**config.mk**
```make
export PLATFORM = sky130hd
export DESIGN_NAME = fetch_stage
export DESIGN_NICKNAME = d
export VERILOG_FILES = /design/src/rtl/mips_pkg.sv /design/src/rtl/flopenrc.sv /design/src/rtl/fetch_stage.sv
export SDC_FILE = /design/constraint.sdc
export NUM_CORES = 1
export LEC_CHECK = 0
export ABC_AREA = 1
export BUFFER_PORTS_ARGS = -buffer_cell sky130_fd_sc_hd__clkbuf_2
export CAP_MARGIN = 20
export CORE_ASPECT_RATIO = 0.7
export CORE_MARGIN = 2
export CORE_UTILIZATION = 55
export DETAILED_ROUTE_END_ITERATION = 12
export PLACE_DENSITY = 0.88
export RECOVER_POWER = 25
export SYNTH_ARGS = -nofsm -noshare
export SYNTH_HDL_FRONTEND = slang
export SYNTH_HIERARCHICAL = 1
export SYNTH_SLANG_ARGS = --single-unit
```
**constraint.sdc**
```tcl
create_clock -name clk -period 3.95 [get_ports clk]
set_clock_uncertainty 0.2 [all_clocks]
set_input_delay 0.395 -clock clk [delete_from_list [all_inputs] [get_ports clk]]
set_output_delay 0.395 -clock clk [all_outputs]
set_load 0.03 [all_outputs]
```
**src/rtl/mips_pkg.sv**
```systemverilog
// Shared MIPS pipeline definitions: bubble encoding, fetch FSM states and
// instruction field positions used by the decode-side controller.
package mips_pkg;

    localparam int unsigned XLEN       = 32;
    localparam int unsigned OPCODE_MSB = 31;
    localparam int unsigned OPCODE_LSB = 26;
    localparam int unsigned FUNCT_MSB  = 5;
    localparam int unsigned FUNCT_LSB  = 0;

    // sll $0,$0,0
    localparam logic [XLEN-1:0] NOP_INSTR = 32'h0000_0000;

    typedef enum logic {
        REQ     = 1'b0,
        DISCARD = 1'b1
    } fetch_state_t;

endpackage

```
**src/rtl/flopenrc.sv**
```systemverilog
// Register with async active-high reset, load enable and a synchronous
// clear that loads a caller-supplied value instead of d.
module flopenrc #(
    parameter int unsigned     WIDTH   = 32,
    parameter logic [WIDTH-1:0] RST_VAL = '0
) (
    input  logic             clk,
    input  logic             reset,
    input  logic             en,
    input  logic             clr,
    input  logic [WIDTH-1:0] clr_val,
    input  logic [WIDTH-1:0] d,
    output logic [WIDTH-1:0] q
);

    logic [WIDTH-1:0] q_q;
    logic [WIDTH-1:0] q_d;

    always_comb begin
        q_d = q_q;
        if (en) begin
            q_d = clr ? clr_val : d;
        end
    end

    always_ff @(posedge clk or posedge reset) begin
        if (reset) begin
            q_q <= RST_VAL;
        end else begin
            q_q <= q_d;
        end
    end

    assign q = q_q;

endmodule

```
**src/rtl/fetch_stage.sv**
```systemverilog
// Instruction fetch and IF/DEC pipeline register: owns the PC, drives the
// imem req/ready handshake and squashes stale fetches after a MEM redirect.
module fetch_stage
    import mips_pkg::*;
#(
    parameter logic [31:0] RESET_PC = 32'h0000_0000
) (
    input  logic        clk,
    input  logic        reset,
    input  logic        stall_DEC,
    input  logic        pcsrc_MEM,
    input  logic [31:0] pcbranch_MEM,
    output logic        imem_req,
    output logic [31:0] imem_addr,
    input  logic [31:0] imem_rdata,
    input  logic        imem_ready,
    output logic [31:0] instr_DEC,
    output logic [31:0] pcplus4_DEC,
    output logic        valid_DEC,
    output logic        fetch_wait
);

    localparam logic [31:0] WORD_MASK = ~32'h0000_0003;

    fetch_state_t state_q, state_d;
    logic [31:0]  pc_q, pc_d;
    logic [31:0]  stale_q, stale_d;
    logic [31:0]  target;
    logic         xfer;
    logic         load_dec;
    logic         dec_en;
    logic [32:0]  dec_q;

    assign target = pcbranch_MEM & WORD_MASK;

    always_ff @(posedge clk or posedge reset) begin
        if (reset) begin
            state_q <= REQ;
            pc_q    <= RESET_PC & WORD_MASK;
            stale_q <= '0;
        end else begin
            state_q <= state_d;
            pc_q    <= pc_d;
            stale_q <= stale_d;
        end
    end

    // A redirect only needs DISCARD when a request is actually on the bus
    // and has not completed; a stalled (dropped) request is simply retargeted.
    always_comb begin
        state_d = state_q;
        pc_d    = pc_q;
        stale_d = stale_q;
        case (state_q)
            REQ: begin
                if (pcsrc_MEM) begin
                    pc_d = target;
                    if (imem_req && !xfer) begin
                        stale_d = pc_q;
                        state_d = DISCARD;
                    end
                end else if (xfer) begin
                    pc_d = pc_q + 32'd4;
                end
            end
            DISCARD: begin
                if (xfer) begin
                    state_d = REQ;
                end
                if (pcsrc_MEM) begin
                    pc_d = target;
                end
            end
            default: state_d = REQ;
        endcase
    end

    always_comb begin
        imem_req   = !reset && ((state_q == REQ && !stall_DEC) || state_q == DISCARD);
        imem_addr  = (state_q == DISCARD) ? stale_q : pc_q;
        fetch_wait = !reset && (state_q == DISCARD || !imem_ready);
        xfer       = imem_req && imem_ready;
        load_dec   = (state_q == REQ) && xfer && !pcsrc_MEM;
        dec_en     = !stall_DEC || pcsrc_MEM;
    end

    // {valid, instr}: anything other than a fresh load becomes a bubble
    flopenrc #(
        .WIDTH  (33),
        .RST_VAL({1'b0, NOP_INSTR})
    ) u_dec_instr (
        .clk    (clk),
        .reset  (reset),
        .en     (dec_en),
        .clr    (!load_dec),
        .clr_val({1'b0, NOP_INSTR}),
        .d      ({1'b1, imem_rdata}),
        .q      (dec_q)
    );

    // pcplus4 keeps its last value across bubbles
    flopenrc #(
        .WIDTH  (32),
        .RST_VAL(32'h0000_0000)
    ) u_dec_pc4 (
        .clk    (clk),
        .reset  (reset),
        .en     (load_dec),
        .clr    (1'b0),
        .clr_val(32'h0000_0000),
        .d      (pc_q + 32'd4),
        .q      (pcplus4_DEC)
    );

    assign valid_DEC = dec_q[32];
    assign instr_DEC = dec_q[31:0];

endmodule

```
==> flow_metrics.tcl, run 1 <==
set metrics [dict create \
    status "complete, no violations" \
    register_area_sq_um 3153 \
    r2r-end "u_dec_instr/q[15]$_DFFE_PP0P_" \
    area_growth_pct 20.43 \
    grt_first_pass_wirelength_um 32000 \
    holdPathStages 3 \
    crit_slowest_cell "dlygate4sd3_1" \
    fmax_mhz 360.5 \
    drc_errors 0 \
    grt_start_max_net_pins 63 \
    synth_area_leaders "dfrtp_1, nand2_1, inv_1, nand3_1, o21ai_0" \
    peakVddDrop_mv 0.3832 \
    ctsResizeCount 0 \
    synth_mux_area_frac 0 \
    min_period_ns 2.774 \
    antenna_found_initial 0 \
    nFillCells 1108 \
    power.leakage_nw 4.912 \
    met2_length_um 8989 \
    ios 168 \
    synth_flop_cell "dfrtp_1" \
    drtPass1Iterations 5 \
    wl_met3_um 1510 \
    finalWirelength_um 20160 \
    worstSetupPathType "in2reg" \
    diodes 0 \
    yosysMostFrequentCell "nand2_1" \
    drt-met1-wl_um 9300 \
    crit_path_start_kind "input pin" \
    rrSetupSlack_ns 1.47 \
    yosysTopAreaCellShare 0.4135 \
    cp_common_cell "nand2_1" \
    synthSimpleGateAreaFrac 0.3653 \
    syn_inst 1138 \
    cts_tree "built" \
    viasPerCell 4.857 \
    hold_viol_final 0 \
    holdPathEnd "pc_q[4]$_DFFE_PP0P_" \
    synth_top_cell_by_area "dfrtp_1" \
    synth_fa_ha_area_frac 0.001641 \
    routabilityCongestion 0.9425 \
    required_ns 4.06 \
    grt_overflow 0 \
    whs_ns 0.01257 \
    drive_gt1_frac 0.1797 \
    cp-startpoint "reset" \
    critPathMaxStageDelay_ns 0.54 \
    clkLatencyLatePin_ns 0.42 \
    power_mw 4.911 \
    fin_crit_sh 0.7023 \
    yosys.area_share.xor_xnor 0.008041 \
    postCtsHoldBufs 1 \
    relSlewSlack 0.06869 \
    clock_path_buffers 2 \
    yosysWarningCount 6 \
    clk_pin_slew_ns 0.07 \
    ys_seq_area_frac 0.4135 \
    cp-end-kind "register" \
    io_buffers 163 \
    max_cap_violations 0 \
    start_util 0.5709 \
    min_path_type "in2reg" \
    die_w_um 144.7 \
    cts.sinks 126 \
    path_cells "dlygate4sd3_1, clkbuf_1, a21oi_4, nand3_2, nor2_2, buf_4, inv_1, buf_16, inv_6, nand2_1, nand3_1, nand2_1" \
    wl_per_cell_um 13.06 \
    vias 7495 \
    multi_input_comb_area_sq_um 3652 \
    cts_setup_buffers 0 \
    setup_viol 0 \
    synth-compound-area-share 0.06876 \
    nets 1415 \
    die_area_sq_um 14840 \
    die_h_um 102.5 \
    worstHoldStart "pcbranch_MEM[4]" \
    antenna_left 0 \
    reg2reg_depth 11 \
    cts_buffers 17 \
    cts_root_buf "clkbuf_16" \
    hpwl_um 14350 \
    crit_path_max_fanout 34 \
    grt_pass1_vias 6657 \
    gr-usage-all-layers 0.2782 \
    core_area_sq_um 13360 \
    top_layer "met4" \
    synth_edf_count 0 \
    rows 35 \
    power.density_nw_per_um2 534.8 \
    dr.first_iter.drc_count 568 \
    synth_area_per_cell_sq_um 6.700 \
    worst_pin_slew_ns 1.397 \
    synth_top_family_by_area "simple AND/OR/NAND/NOR gates" \
    reg2reg_from "state_q$_DFF_PP0_" \
    finalSetupTns_ns 0 \
    synthArstFlopShare 1.000 \
    h-tree-depth 4 \
    slew_viol_final 0 \
    ys_top_cells_by_count "nand2_1, inv_1, dfrtp_1" \
    ys_ff_latch 126 \
    syn_area_sq_um 7625 \
    ys_types 31 \
    worstPathArrival_ns 2.89 \
    rsz0062_at_grt "false" \
]
## where the power goes
part           internal (mW)  switching (mW)  total (mW)  leakage [nW]
Clock                  0.834           0.686        1.52         0.275
Sequential              1.59           0.222        1.82          1.54
Combinational          0.435            1.14        1.57          3.09
Total                   2.86            2.05        4.91          4.91
## per-layer routing
metal,global-route usage,vias to the layer above
met4,0.09186,0
met3,0.05992,28
met1,0.3931,3428
met5,0,-
met2,0.4327,273
li1,-,3766
## stage by stage
step	std cells	area [sq um]	setup WS, ns	utilization
floorplan	1207	7884	1.842	-
global placement	1508	8612	1.078	0.6448
detailed placement	1509	8640	1.035	0.6468
CTS	1542	9213	0.9050	0.6897
global route	1543	9183	1.008	0.6875
finish	1543	9183	1.176	0.6875
## layout make-up
| class | count | share of cell area |
|---|---|---|
| Multi-Input combinational cell | 843 | 0.3977 |
| Timing Repair Buffer | 174 | 0.09620 |
| Tap cell | 185 | 0.02521 |
| Clock buffer | 17 | 0.04633 |
| Sequential cell | 126 | 0.3434 |
| Inverter | 183 | 0.07617 |
| Clock inverter | 15 | 0.01499 |
## sequential cells by signal, indices dropped and copies added, names as in the netlist
register and flops:
u_dec_instr/q 33, u_dec_pc4/q 32, pc_q 30, stale_q 30, state_q 1
## critical path: cells and delay by family
kind                   cells  cell delay (ns)
buffers and inverters      6             1.81
AND/OR/NAND/NOR            5             0.46
AO/OA/AOI/OAI              1             0.19
## logic make-up (layout without fill, tap and decap cells)
| kind of cell | Yosys count | after routing |
|---|---|---|
| AND/OR/NAND/NOR | 663 | 663 |
| buffers and inverters | 238 | 389 |
| flip-flops | 126 | 126 |
| AO/OA/AOI/OAI | 101 | 101 |
| XOR/XNOR | 7 | 7 |
| other | 2 | 71 |
| adder cells (fa/ha/maj) | 1 | 1 |
## worst max-delay path by stage
stage                                          to  slack [ns]  depth (start not counted)
floorplan                    pc_q[10]$_DFFE_PP0P_        1.84                          1
finish              u_dec_instr/q[15]$_DFFE_PP0P_        1.18                         12
detailed placement  u_dec_instr/q[15]$_DFFE_PP0P_        1.04                         10
CTS                 u_dec_instr/q[15]$_DFFE_PP0P_        0.91                         11
global placement    u_dec_instr/q[31]$_DFFE_PP0P_        1.08                         10
global route        u_dec_instr/q[15]$_DFFE_PP0P_        1.01                         12
## layout by cell type, fill, tap and decap left out, types with 2 or more instances in the layout
master	instances
nor2_4	3
o22ai_1	4
o21ai_0	86
inv_2	4
inv_8	5
nand2_1	432
nor2_1	78
dfrtp_1	126
clkbuf_1	26
nand2_2	44
inv_6	8
nor2_2	7
nand4_1	2
conb_1	71
buf_4	7
clkbuf_2	139
o21ai_1	7
nand3_1	92
inv_1	176
clkinvlp_4	2
a31oi_1	2
clkbuf_16	17
xor2_1	7
Note: power is estimated with default switching activity, not from simulation.
==> run 2, diff against run 1 <==
--- a/config.mk
+++ b/config.mk
@@ -5,14 +5,14 @@
 export SDC_FILE = /design/constraint.sdc
 export NUM_CORES = 1
 export LEC_CHECK = 0
-export ABC_AREA = 1
+export ABC_AREA = 0
 export BUFFER_PORTS_ARGS = -buffer_cell sky130_fd_sc_hd__clkbuf_2
 export CAP_MARGIN = 20
 export CORE_ASPECT_RATIO = 0.7
 export CORE_MARGIN = 2
-export CORE_UTILIZATION = 55
+export CORE_UTILIZATION = 49
 export DETAILED_ROUTE_END_ITERATION = 12
-export PLACE_DENSITY = 0.88
+export PLACE_DENSITY = 0.84
 export RECOVER_POWER = 25
 export SYNTH_ARGS = -nofsm -noshare
 export SYNTH_HDL_FRONTEND = slang
==> constraint.sdc (replaced) <==
create_clock -name clk -period 2.4 [get_ports clk]
set_clock_uncertainty 0.2 [all_clocks]
set_input_delay 0.24 -clock clk [delete_from_list [all_inputs] [get_ports clk]]
set_output_delay 0.24 -clock clk [all_outputs]
set_load 0.03 [all_outputs]
==> flow_metrics.tcl, run 2 <==
set metrics [dict create \
    syn_area_sq_um 7118 \
    diodes 0 \
    grt_first_pass_wirelength_um 33010 \
    power.density_nw_per_um2 855.1 \
    hpwl_um 13530 \
    slew_viol_final 0 \
    drtPass1Iterations 5 \
    fin_crit_sh 0.9852 \
    finalWirelength_um 21060 \
    worst_pin_slew_ns 0.8275 \
    core_area_sq_um 14050 \
    seq_power_share 0.367 \
    drive_gt1_frac 0.3081 \
    switching_share 0.3688 \
    viasPerCell 5.497 \
    rows 36 \
    mostFrequentLayoutCell "clkbuf_2" \
    use_met2 0.3985 \
    die_h_um 104.8 \
    yosysWarningCount 6 \
    synth_flop_cell "dfrtp_1" \
    finalSetupTns_ns 0 \
    antenna_found_initial 0 \
    grt_overflow 0 \
    final_util 0.6812 \
    ys_types 57 \
    synthArstFlopShare 1.000 \
    power.switching_mw 3.019 \
    die_w_um 148.1 \
    power.leakage_nw 4.597 \
    largest_reg_flops 33 \
    synth_edf_count 0 \
    peakVddDrop_mv 0.4670 \
    setup_viol 0 \
    vias 6629 \
    ys_top_cells_by_count "dfrtp_1, nor2_1, a21oi_1" \
    io_buffers 163 \
    clkLatencyLatePin_ns 0.41 \
    synth_area_leaders "dfrtp_1, mux2i_1, mux2_2, a21oi_1, nor2_1" \
    wl_per_cell_um 17.46 \
    rsz0062_at_grt "true" \
    gr-usage-all-layers 0.2718 \
    cts_tree "built" \
    busiest_layer "met2" \
    required_ns 2.54 \
    final_cells 1206 \
    die_area_sq_um 15520 \
    fmax_mhz 422.9 \
    placed_cells 1113 \
    yosysMostFrequentCell "dfrtp_1" \
    max_cap_violations 0 \
    clk_pin_slew_ns 0.06 \
    worstSetupPathType "reg2reg" \
    grt_pass1_vias 6357 \
    min_path_type "in2reg" \
    yosysTopAreaCellShare 0.4430 \
    routabilityCongestion 0.9415 \
    worstPathArrival_ns 2.50 \
    start_util 0.5065 \
    nets 1073 \
    min_period_ns 2.364 \
    met3_usage 0.07249 \
    cp-end-kind "register" \
    dr.first_iter.drc_count 824 \
    ys_seq_area_frac 0.4430 \
    area_growth_pct 34.49 \
    power_mw 8.186 \
    clock_path_buffers 2 \
    p_comb_frac 0.322 \
    final_cell_mix "clkbuf_2, dfrtp_1, nor2_1, a21oi_1, conb_1" \
    synth_area_per_cell_sq_um 9.886 \
    ios 168 \
    gr-usage-met1 0.3886 \
    cts_buffers 17 \
    hold_viol_final 0 \
    cts_root_buf "clkbuf_16" \
    relSlewSlack 0.4483 \
    cts.sinks 126 \
    syn_inst 720 \
    synth_top_cell_by_area "dfrtp_1" \
    ys_ff_latch 126 \
    whs_ns 0.003769 \
    grt_start_max_net_pins 67 \
    p_clk_frac 0.310 \
    crit_path_start_kind "register" \
    p_int_mw 5.167 \
    crit_path_max_fanout 10 \
    drc_errors 0 \
    nFillCells 1105 \
    antenna_left 0 \
    h-tree-depth 4 \
    status "complete, no violations" \
]
-- run 2: changes by cell type after synthesis, sizes merged, moves of 24 or more --
cell,change
mux2,+54
o21ai,-75
nand2,-440
inv,-171
xnor2,+24
a21oi,+75
mux2i,+66
nand3,-74
-- run 2: cells by family after synthesis --
family / share of synthesized area
AO/OA/AOI/OAI: 0.1130
XOR/XNOR: 0.03814
adder cells (fa/ha/maj): 0.001757
buffers and inverters: 0.06996
flip-flops: 0.4430
multiplexers: 0.1782
other: 0.001055
AND/OR/NAND/NOR: 0.1549
-- run 2: what timing repair did --
action | in CTS | in global routing
resized for setup | 1 | 7
endpoints found under the hold margin | 182 | 0
pin swaps | 0 | 1
setup endpoints to repair | 1 | 15
buffers inserted | 0 | 3
hold buffers | 58 | 0
-- run 2: worst paths after layout --
kind / slack (ns) / depth (start not counted) / from / endpoint
max: 0.04 / 5 / pc_q[2]$_DFFE_PP0P_ / pc_q[30]$_DFFE_PP0P_
min: 0.004 / 3 / pcbranch_MEM[13] / pc_q[13]$_DFFE_PP0P_
max reg2reg: 0.04 / 5 / pc_q[2]$_DFFE_PP0P_ / pc_q[30]$_DFFE_PP0P_
min reg2reg: 0.30 / 1 / stale_q[27]$_DFFE_PP0P_ / stale_q[27]$_DFFE_PP0P_
max in group asynchronous: 0.92 / 4 / reset / u_dec_instr/q[11]$_DFFE_PP0P_
min in group asynchronous: 0.46 / 4 / reset / pc_q[25]$_DFFE_PP0P_
-- run 2: power groups by stage --
stage               combinational [mW]  sequential (mW)  clock (mW)
floorplan                         1.38             3.39           0
global placement                  2.46             2.98           0
detailed placement                2.50             3.01           0
CTS                               2.60             2.98        2.58
global route                      2.83             3.07        2.66
finish                            2.64             3.01        2.54
-- run 2: per-layer routing --
metal	vias up	part of all wire
met3	73	0.095
li1	3057	-
met1	3136	0.44
met5	-	0
met4	0	0.028
met2	363	0.44
-- run 2: layout make-up --
type                    count  area (sq um)  area share
clock buffers              20         446.7     0.04666
multi-input cells         579          3781      0.3950
repair buffers            267          1772      0.1851
inverters                  12         45.04    0.004705
clock inverters            12         137.6     0.01438
well taps                 190         237.7     0.02483
flip-flops and latches    126          3153      0.3294
-- run 2: critical path: stages (launching register included) --
cell and delay (ns):
dfrtp_1 0.37, ha_1 0.22, nand3_1 0.17, or4_4 0.64, or4_1 0.51, a31oi_1 0.17
-- run 2: metrics by stage --
step / area (sq um) / worst slack, ns
global placement: 8356 / 0.1143
finish: 9573 / 0.03552
detailed placement: 8356 / 0.04790
CTS: 9527 / 0.07564
global route: 9573 / -0.009747
floorplan: 7381 / 0.06953
==> run 3, diff against run 2 <==
--- a/config.mk
+++ b/config.mk
@@ -8,11 +8,14 @@
 export ABC_AREA = 0
 export BUFFER_PORTS_ARGS = -buffer_cell sky130_fd_sc_hd__clkbuf_2
 export CAP_MARGIN = 20
+export CELL_PAD_IN_SITES_DETAIL_PLACEMENT = 1
+export CELL_PAD_IN_SITES_GLOBAL_PLACEMENT = 1
 export CORE_ASPECT_RATIO = 0.7
 export CORE_MARGIN = 2
-export CORE_UTILIZATION = 49
+export CORE_UTILIZATION = 37
 export DETAILED_ROUTE_END_ITERATION = 12
-export PLACE_DENSITY = 0.84
+export HOLD_SLACK_MARGIN = 0.15
+export PLACE_DENSITY = 0.83
 export RECOVER_POWER = 25
 export SYNTH_ARGS = -nofsm -noshare
 export SYNTH_HDL_FRONTEND = slang
==> flow_metrics.tcl, run 3 (synthesis gave the netlist of run 2 again) <==
set metrics [dict create \
    final_util 0.5200 \
    die_w_um 169.8 \
    h-tree-depth 4 \
    violations "negative setup slack" \
    power.leakage_nw 4.641 \
    io_buffers 163 \
    min_period_ns 2.424 \
    routabilityCongestion 0.8640 \
    gr-usage-all-layers 0.2568 \
    final_cells 1275 \
    dr.first_iter.drc_count 651 \
    rsz0062_at_grt "true" \
    mostFrequentLayoutCell "clkbuf_2" \
    r2r-end "u_dec_pc4/q[20]$_DFFE_PP0P_" \
    p_int_mw 5.043 \
    die_h_um 120.0 \
    status "finished with violations" \
    clock_path_buffers 2 \
    start_util 0.3773 \
    worst_pin_slew_ns 0.8646 \
    antenna_found_initial 1 \
    max_cap_violations 0 \
    cp-startpoint "pc_q[15]$_DFFE_PP0P_" \
    min_path_type "in2reg" \
    cts.sinks 126 \
    worstSetupPathType "reg2reg" \
    wl_per_cell_um 20.49 \
    grt_overflow 0 \
    rows 42 \
    grt_start_max_net_pins 67 \
    required_ns 2.50 \
    grt_first_pass_wirelength_um 40070 \
    cp-end-kind "register" \
    hpwl_um 16500 \
    finalWirelength_um 26130 \
    power.density_nw_per_um2 840.0 \
    holdPathStages 5 \
    antenna_left 0 \
    drive_gt1_frac 0.3227 \
    cts_tree "built" \
    rrSetupSlack_ns -0.02 \
    nets 1090 \
    reg2reg_from "pc_q[15]$_DFFE_PP0P_" \
    hold_viol_final 0 \
    clk_pin_slew_ns 0.06 \
    power_mw 8.241 \
    p_comb_frac 0.334 \
    finalSetupTns_ns -0.02376 \
    seq_power_share 0.368 \
    final_cell_mix "clkbuf_2, dfrtp_1, nor2_1, a21oi_1, conb_1" \
    fin_crit_sh 1.010 \
    power.switching_mw 3.198 \
    ios 168 \
    p_clk_frac 0.298 \
    endpoint "u_dec_pc4/q[20]$_DFFE_PP0P_" \
    reg2reg_depth 8 \
    cts_root_buf "clkbuf_16" \
    crit_path_start_kind "register" \
    grt_pass1_vias 7218 \
    drtPass1Iterations 4 \
    drc_errors 0 \
    slew_viol_final 0 \
    nFillCells 2186 \
    largest_reg_flops 33 \
    area_growth_pct 37.83 \
    fmax_mhz 412.6 \
    die_area_sq_um 20380 \
    viasPerCell 5.432 \
    peakVddDrop_mv 0.4681 \
    placed_cells 1175 \
    relSlewSlack 0.4236 \
    clkLatencyLatePin_ns 0.42 \
    worstPathArrival_ns 2.53 \
    cts_buffers 17 \
    vias 6926 \
    setup_viol 1 \
    core_area_sq_um 18870 \
    fin_ws_ns -0.02376 \
    crit_path_max_fanout 6 \
    switching_share 0.3880 \
]
run 3: cell types whose count changed in the layout (fill, tap and decap cells not counted), moves of 2 or more:
cell	change
buf_4	+6
clkinv_4	-3
clkinvlp_4	+6
dfrtp_1	-7
dfrtp_2	+7
dlygate4sd3_1	+7
nor4_1	-2
run 3: how the worst min path moves through the flow:
stage	startpoint	end	slack (ns)
after detailed placement	reset	u_dec_instr/q[6]$_DFFE_PP0P_	0.11
after floorplan	reset	u_dec_pc4/q[0]$_DFFE_PP0P_	0.16
after global placement	reset	u_dec_instr/q[6]$_DFFE_PP0P_	0.10
final	stall_DEC	pc_q[24]$_DFFE_PP0P_	0.18
after CTS	stall_DEC	pc_q[24]$_DFFE_PP0P_	0.17
after global routing	stall_DEC	pc_q[24]$_DFFE_PP0P_	0.19
run 3: power groups by stage:
stage / combinational, mW / sequential (mW) / clock, mW
after floorplan: 1.38 / 3.39 / 0
after global placement: 2.51 / 2.99 / 0
after detailed placement: 2.58 / 3.03 / 0
after CTS: 2.70 / 3.00 / 2.48
after global routing: 2.95 / 3.09 / 2.61
final: 2.75 / 3.03 / 2.46
run 3: timing repair:
item | 4_1_cts | 5_1_grt
hold buffers | 65 | 0
pin swaps | 0 | 3
resized for setup | 3 | 18
hold endpoints to repair | 189 | 0
cloned | 0 | 1
endpoints found under the setup margin | 12 | 22
buffers inserted | 0 | 2
run 3: critical path, stage by stage, from the launching register on:
cell     delay, ns
dfrtp_1       0.52
nand4_1       0.31
nor4_4        0.37
buf_4         0.22
nand3_1       0.13
xnor2_1       0.17
buf_4         0.16
mux2i_1       0.14
a21oi_1       0.08
run 3: metal layers:
layer | global-route usage | part of all wire
met1 | 0.3464 | 0.44
met2 | 0.4094 | 0.46
met3 | 0.05310 | 0.069
met4 | 0.09348 | 0.030
met5 | 0 | 0
run 3: cell type report:
class                      count  area [sq um]  area share
clock buffer                  17         425.4     0.04336
timing repair buffer         284          1933      0.1970
multi-input combinational    579          3817      0.3891
clock inverter                14         122.6     0.01250
inverter                      12         45.04    0.004591
sequential                   126          3162      0.3223
antenna                        1         2.502   0.0002551
tap                          242         302.8     0.03086
run 3: through the flow:
| stage | setup WS (ns) | hold WS (ns) | instance area (sq um) |
|---|---|---|---|
| after global placement | 0.1380 | 0.1010 | 8508 |
| after global routing | -0.09528 | 0.1936 | 9811 |
| after floorplan | 0.06953 | 0.1562 | 7381 |
| after CTS | 0.01054 | 0.1695 | 9724 |
| final | -0.02376 | 0.1846 | 9811 |
| after detailed placement | 0.005199 | 0.1062 | 8508 |
